===== src/rtl/led_pattern_gen.sv =====
`default_nettype none
// ============================================================================
// Module   : led_pattern_gen
// Brief    : One-hot LED pattern generator with four patterns and pause/step.
// Revision : 1.0 - initial release
// ============================================================================

module led_pattern_gen #(
  parameter int N_LED    = 8,
  parameter int TICK_DIV = 500
) (
  input  logic                     clk,
  input  logic                     rst,
  input  logic                     en,
  input  logic                     step,
  input  logic [1:0]               mode,
  output logic [N_LED-1:0]         led,
  output logic [$clog2(N_LED)-1:0] pos,
  output logic                     tick
);

  localparam int c_pos_w  = $clog2(N_LED);
  localparam int c_wide_w = c_pos_w + 1;
  localparam int c_cnt_w  = $clog2(TICK_DIV);

  localparam logic [c_cnt_w-1:0]  c_cnt_max = c_cnt_w'(TICK_DIV - 1);
  localparam logic [c_wide_w-1:0] c_last    = c_wide_w'(N_LED - 1);
  localparam logic [c_wide_w-1:0] c_one     = c_wide_w'(1);
  localparam logic [c_wide_w-1:0] c_two     = c_wide_w'(2);
  localparam logic [N_LED-1:0]    c_led_one = {{(N_LED-1){1'b0}}, 1'b1};

  localparam logic [1:0] c_mode_left   = 2'd0;
  localparam logic [1:0] c_mode_right  = 2'd1;
  localparam logic [1:0] c_mode_bounce = 2'd2;

  typedef enum logic {
    DIR_UP   = 1'b0,
    DIR_DOWN = 1'b1
  } dir_e;

  logic [c_cnt_w-1:0]  cnt_q,  cnt_d;
  logic [c_pos_w-1:0]  pos_q,  pos_d;
  logic [N_LED-1:0]    led_q,  led_d;
  logic                tick_q, tick_d;
  dir_e                dir_q,  dir_d;
  logic [1:0]          mode_q, mode_d;

  logic                w_adv;
  logic [c_wide_w-1:0] w_pos_wide;
  logic [c_wide_w-1:0] w_nxt_wide;
  logic                w_unused_msb;

  assign w_pos_wide   = {1'b0, pos_q};
  assign w_unused_msb = w_nxt_wide[c_pos_w];

  // Prescaler freezes while paused; step only counts when paused.
  always_comb begin
    cnt_d = cnt_q;
    w_adv = 1'b0;
    if (en) begin
      if (cnt_q == c_cnt_max) begin
        cnt_d = '0;
        w_adv = 1'b1;
      end else begin
        cnt_d = cnt_q + 1'b1;
      end
    end else begin
      w_adv = step;
    end
  end

  always_comb begin
    w_nxt_wide = w_pos_wide;
    dir_d      = dir_q;
    mode_d     = mode_q;
    if (w_adv) begin
      if (mode != mode_q) begin
        // A new pattern restarts from LED 0 instead of stepping.
        mode_d     = mode;
        w_nxt_wide = '0;
        dir_d      = DIR_UP;
      end else begin
        case (mode_q)
          c_mode_left: begin
            w_nxt_wide = (w_pos_wide == c_last) ? '0 : w_pos_wide + 1'b1;
          end
          c_mode_right: begin
            w_nxt_wide = (w_pos_wide == '0) ? c_last : w_pos_wide - 1'b1;
          end
          c_mode_bounce: begin
            if (dir_q == DIR_UP) begin
              if (w_pos_wide == c_last) begin
                w_nxt_wide = c_last - 1'b1;
                dir_d      = DIR_DOWN;
              end else begin
                w_nxt_wide = w_pos_wide + 1'b1;
              end
            end else begin
              if (w_pos_wide == '0) begin
                w_nxt_wide = c_one;
                dir_d      = DIR_UP;
              end else begin
                w_nxt_wide = w_pos_wide - 1'b1;
              end
            end
          end
          default: begin
            // Interleave: evens ascending, then odds ascending.
            if (w_pos_wide + c_two <= c_last) begin
              w_nxt_wide = w_pos_wide + c_two;
            end else if (!pos_q[0]) begin
              w_nxt_wide = c_one;
            end else begin
              w_nxt_wide = '0;
            end
          end
        endcase
      end
    end
    pos_d  = w_nxt_wide[c_pos_w-1:0];
    led_d  = c_led_one << pos_d;
    tick_d = w_adv;
  end

  always_ff @(posedge clk) begin
    if (rst) begin
      cnt_q  <= '0;
      pos_q  <= '0;
      led_q  <= c_led_one;
      tick_q <= 1'b0;
      dir_q  <= DIR_UP;
      mode_q <= c_mode_left;
    end else begin
      cnt_q  <= cnt_d;
      pos_q  <= pos_d;
      led_q  <= led_d;
      tick_q <= tick_d;
      dir_q  <= dir_d;
      mode_q <= mode_d;
    end
  end

  assign led  = led_q;
  assign pos  = pos_q;
  assign tick = tick_q;

endmodule

`default_nettype wire


===== config.mk =====
export PLATFORM = sky130hd
export DESIGN_NAME = led_pattern_gen
export DESIGN_NICKNAME = d
export VERILOG_FILES = /design/src/rtl/led_pattern_gen.sv
export SDC_FILE = /design/constraint.sdc
export NUM_CORES = 1
export LEC_CHECK = 0
export ABC_AREA = 1
export CORE_ASPECT_RATIO = 0.6
export CORE_UTILIZATION = 45
export DETAILED_ROUTE_END_ITERATION = 7
export PLACE_DENSITY = 0.79
export SYNTH_ARGS = -nofsm -noshare
export SYNTH_HDL_FRONTEND = slang
export SYNTH_SLANG_ARGS = --single-unit

===== constraint.sdc =====
create_clock -name clk -period 2 [get_ports clk]
set_clock_uncertainty 0.05 [all_clocks]
set_input_delay 0.5 -clock clk [delete_from_list [all_inputs] [get_ports clk]]
set_output_delay 0.5 -clock clk [all_outputs]
set_load 0.03 [all_outputs]

==> metrics.txt, run 1 <==
HP Class=flip-flop to flip-flop; CTS tree=done; post-synthesis register bit count=24; vias per cell=5.00; GR Layer Usage met2=0.329; TritonCTS buffer count=3; initial antenna violation count=0; reg2reg start=pos[0]; Synth Warn #=0; vias in the first global route=1022; DRC=4; Avg WL per Cell=12.1 um; launch point of the critical path=pos[2]; Post-Syn Nets=188; count of cell types in the netlist=27; setup TNS=0 ns; top-area cell type share of the netlist area=0.377; Clock Path Buffers=2; placed cell count=226; crit path time final=1.94 ns; maxcap violations=0; Cells after Synth=174; total congestion overflow=0; Die Y=43.2 um; Post-synth top cells=nand2_1 (44), dfxtp_1 (24), nor2_1 (22); drt first pass iters=6; async set or reset register ratio after synthesis=0; Synth Area per Inst=7.32 um^2; # setup viols final=0; Sequential Area=483 um^2; total wire length=2790 um; Crit. End Element=output port; measured slew at the worst slew-check pin=0.322 ns; FP Rows=14; NumNets Final=213; crit start category=flip-flop; worst path arrival time=1.39 ns; GPL Wtd Cong=0.857; Pwr Density=673 mW/mm^2; core area=0.00259 mm^2; Rel. slew slack=0.785; top-level I/O count=18; status=complete, but fails checks; Post-Layout Cell Count=230; clock sink count=24; leakage power figure=0.705 nW; largest net degree at the start of global routing=15; final hold violation count=0; Worst-path clk slew=0.09 ns; met3 Track Usage GR=0.0641; Total GRT Usage=0.203; RSZ-0062 raised after global routing=no; violated checks=DRC; slack of the critical path=0.0623 ns; Worst path slowest cell=clkdlybuf4s50_1; CP peak stage delay=0.70 ns; Clock Latency Late Sink=0.27 ns; hpwl dp=2190 um; dominant cell type by area after synthesis=dfxtp_1; worst path cell trace=clkdlybuf4s50_1; most numerous cell in the Yosys netlist=nand2_1; synth top area cells=dfxtp_1 (38%), nand2_1 (13%), ha_1 (7.9%); first-pass GRT wire length=4740 um; post-synthesis sequential area ratio=0.377; CTS root buf=clkbuf_8; Layout area overhead=23.7%; Post-synth EDFFs=0; H-tree depth=1; Mapped Area=0.00127 mm^2; routing usage on met1=0.274; critical path type=flip-flop to output port; pre-CTS setup slack=-0.0407 ns; chip width=70.7 um; Hold Startpoint=cnt_q[1]; Critical Path RT=1.45 ns; Buf/Inv on CP=1; GRT busiest layer=met2; worst vdd ir=0.580 mV; Slew Limit Fails=0; starting density of the core=0.491; fmax=0.516 GHz; Max FO, Critical Path=5; # port buffers=17; Main synth FF type=dfxtp_1; fin crit share=0.969; Detail Route Antenna Nets=0; vias after detailed routing=1150; footprint of the multi-input gates=699 um^2; Top delay family on crit path=buffers and inverters; die area=0.00305 mm^2; number of diodes=0; DRT iter0 DRCs=94; share of cells above drive strength 1=0.152; Tot Pwr=1.06 mW; Fillers=226
[per-layer routing]
metal  up-vias  share of wire
li1        597              -
met1       502           0.48
met2        51           0.43
met3         0          0.090
met4         0              0
met5         -              0
[cell type report]
cell class,instances,share of cell area
tap,32,0.0254
clock inverter,1,0.0191
clock buffer,3,0.0262
sequential,24,0.307
multi-input combinational,127,0.444
inverter,22,0.0524
timing repair buffer,21,0.126
[tightest hold or removal path, delay by kind of cell (launching register included)]
| family | cells | cell delay [ns] |
|---|---|---|
| flops | 1 | 0.33 |
| simple gates | 1 | 0.07 |
| compound gates | 1 | 0.06 |
[worst paths after layout]
check	endpoint	slack, ns	cells after the start
min	cnt_q[1]	0.45	2
max reg2reg	led[5]	0.13	10
min reg2reg	cnt_q[1]	0.45	2
max	pos[2]	0.06	1
[timing repair]
action	4_1_cts	5_1_grt
gates cloned	0	0
setup endpoints to repair	1	9
hold buffers	0	0
hold endpoints to repair	0	0
gates resized for setup	1	2
buffers inserted	0	0
[cells by family after synthesis]
kind of cell,count (synthesis),synth area share
flip-flops,24,0.377
XOR/XNOR,5,0.0403
buffers and inverters,23,0.0737
adder cells (fa/ha/maj),8,0.0786
AO/OA/AOI/OAI,14,0.0619
AND/OR/NAND/NOR,100,0.368
[power breakdown]
part | switching [mW] | internal [mW]
logic | 0.0782 | 0.0521
registers | 0.0116 | 0.490
clock network | 0.161 | 0.268
total | 0.250 | 0.810
[flip-flops by register name, summed over array words and instances (netlist names)]
signal and flops:
mode_q 2, pos 3, dir_q 1, tick 1, led 8, cnt_q 9
[through the flow]
stage / instance area [um^2] / hold WS [ns] / utilization
3_3_place_gp: 1500 / 0.422 / 0.580
5_1_grt: 1580 / 0.483 / 0.608
3_5_place_dp: 1500 / 0.440 / 0.580
6_report: 1580 / 0.451 / 0.608
4_1_cts: 1570 / 0.452 / 0.607
2_1_floorplan: 1270 / 0.404 / -
[cell usage in the layout, fill, tap and decap left out, drive strengths merged, types with 2 or more instances in the layout]
cell type      instances
nor3                   3
dfxtp                 24
nor3b                  2
a21oi                  6
nand3                 16
clkdlybuf4s50         16
clkbuf                 3
xor2                   3
ha                     8
xnor2                  2
nor2                  27
nand2                 49
o21ai                  4
buf                    4
inv                   22
Power figures use the tool's default switching activity.
==> inputs of run 2 (changes only) <==
--- a/config.mk
+++ b/config.mk
@@ -6,6 +6,7 @@
 export NUM_CORES = 1
 export LEC_CHECK = 0
 export ABC_AREA = 1
+export ABC_CLOCK_PERIOD_IN_PS = 2000
 export CORE_ASPECT_RATIO = 0.6
 export CORE_UTILIZATION = 45
 export DETAILED_ROUTE_END_ITERATION = 7
==> results of run 2 <==
The final DEF is identical to that of run 1; final timing and power are the same.
==> inputs of run 3 (changes only) <==
--- a/config.mk
+++ b/config.mk
@@ -9,6 +9,8 @@
 export ABC_CLOCK_PERIOD_IN_PS = 2000
 export CORE_ASPECT_RATIO = 0.6
 export CORE_UTILIZATION = 45
+export CTS_BUF_LIST = sky130_fd_sc_hd__clkbuf_2 sky130_fd_sc_hd__clkbuf_4 sky130_fd_sc_hd__clkbuf_8
+export CTS_CLUSTER_SIZE = 20
 export DETAILED_ROUTE_END_ITERATION = 7
 export PLACE_DENSITY = 0.79
 export SYNTH_ARGS = -nofsm -noshare
==> results of run 3 <==
The final DEF is identical to that of run 1; final timing and power are the same.
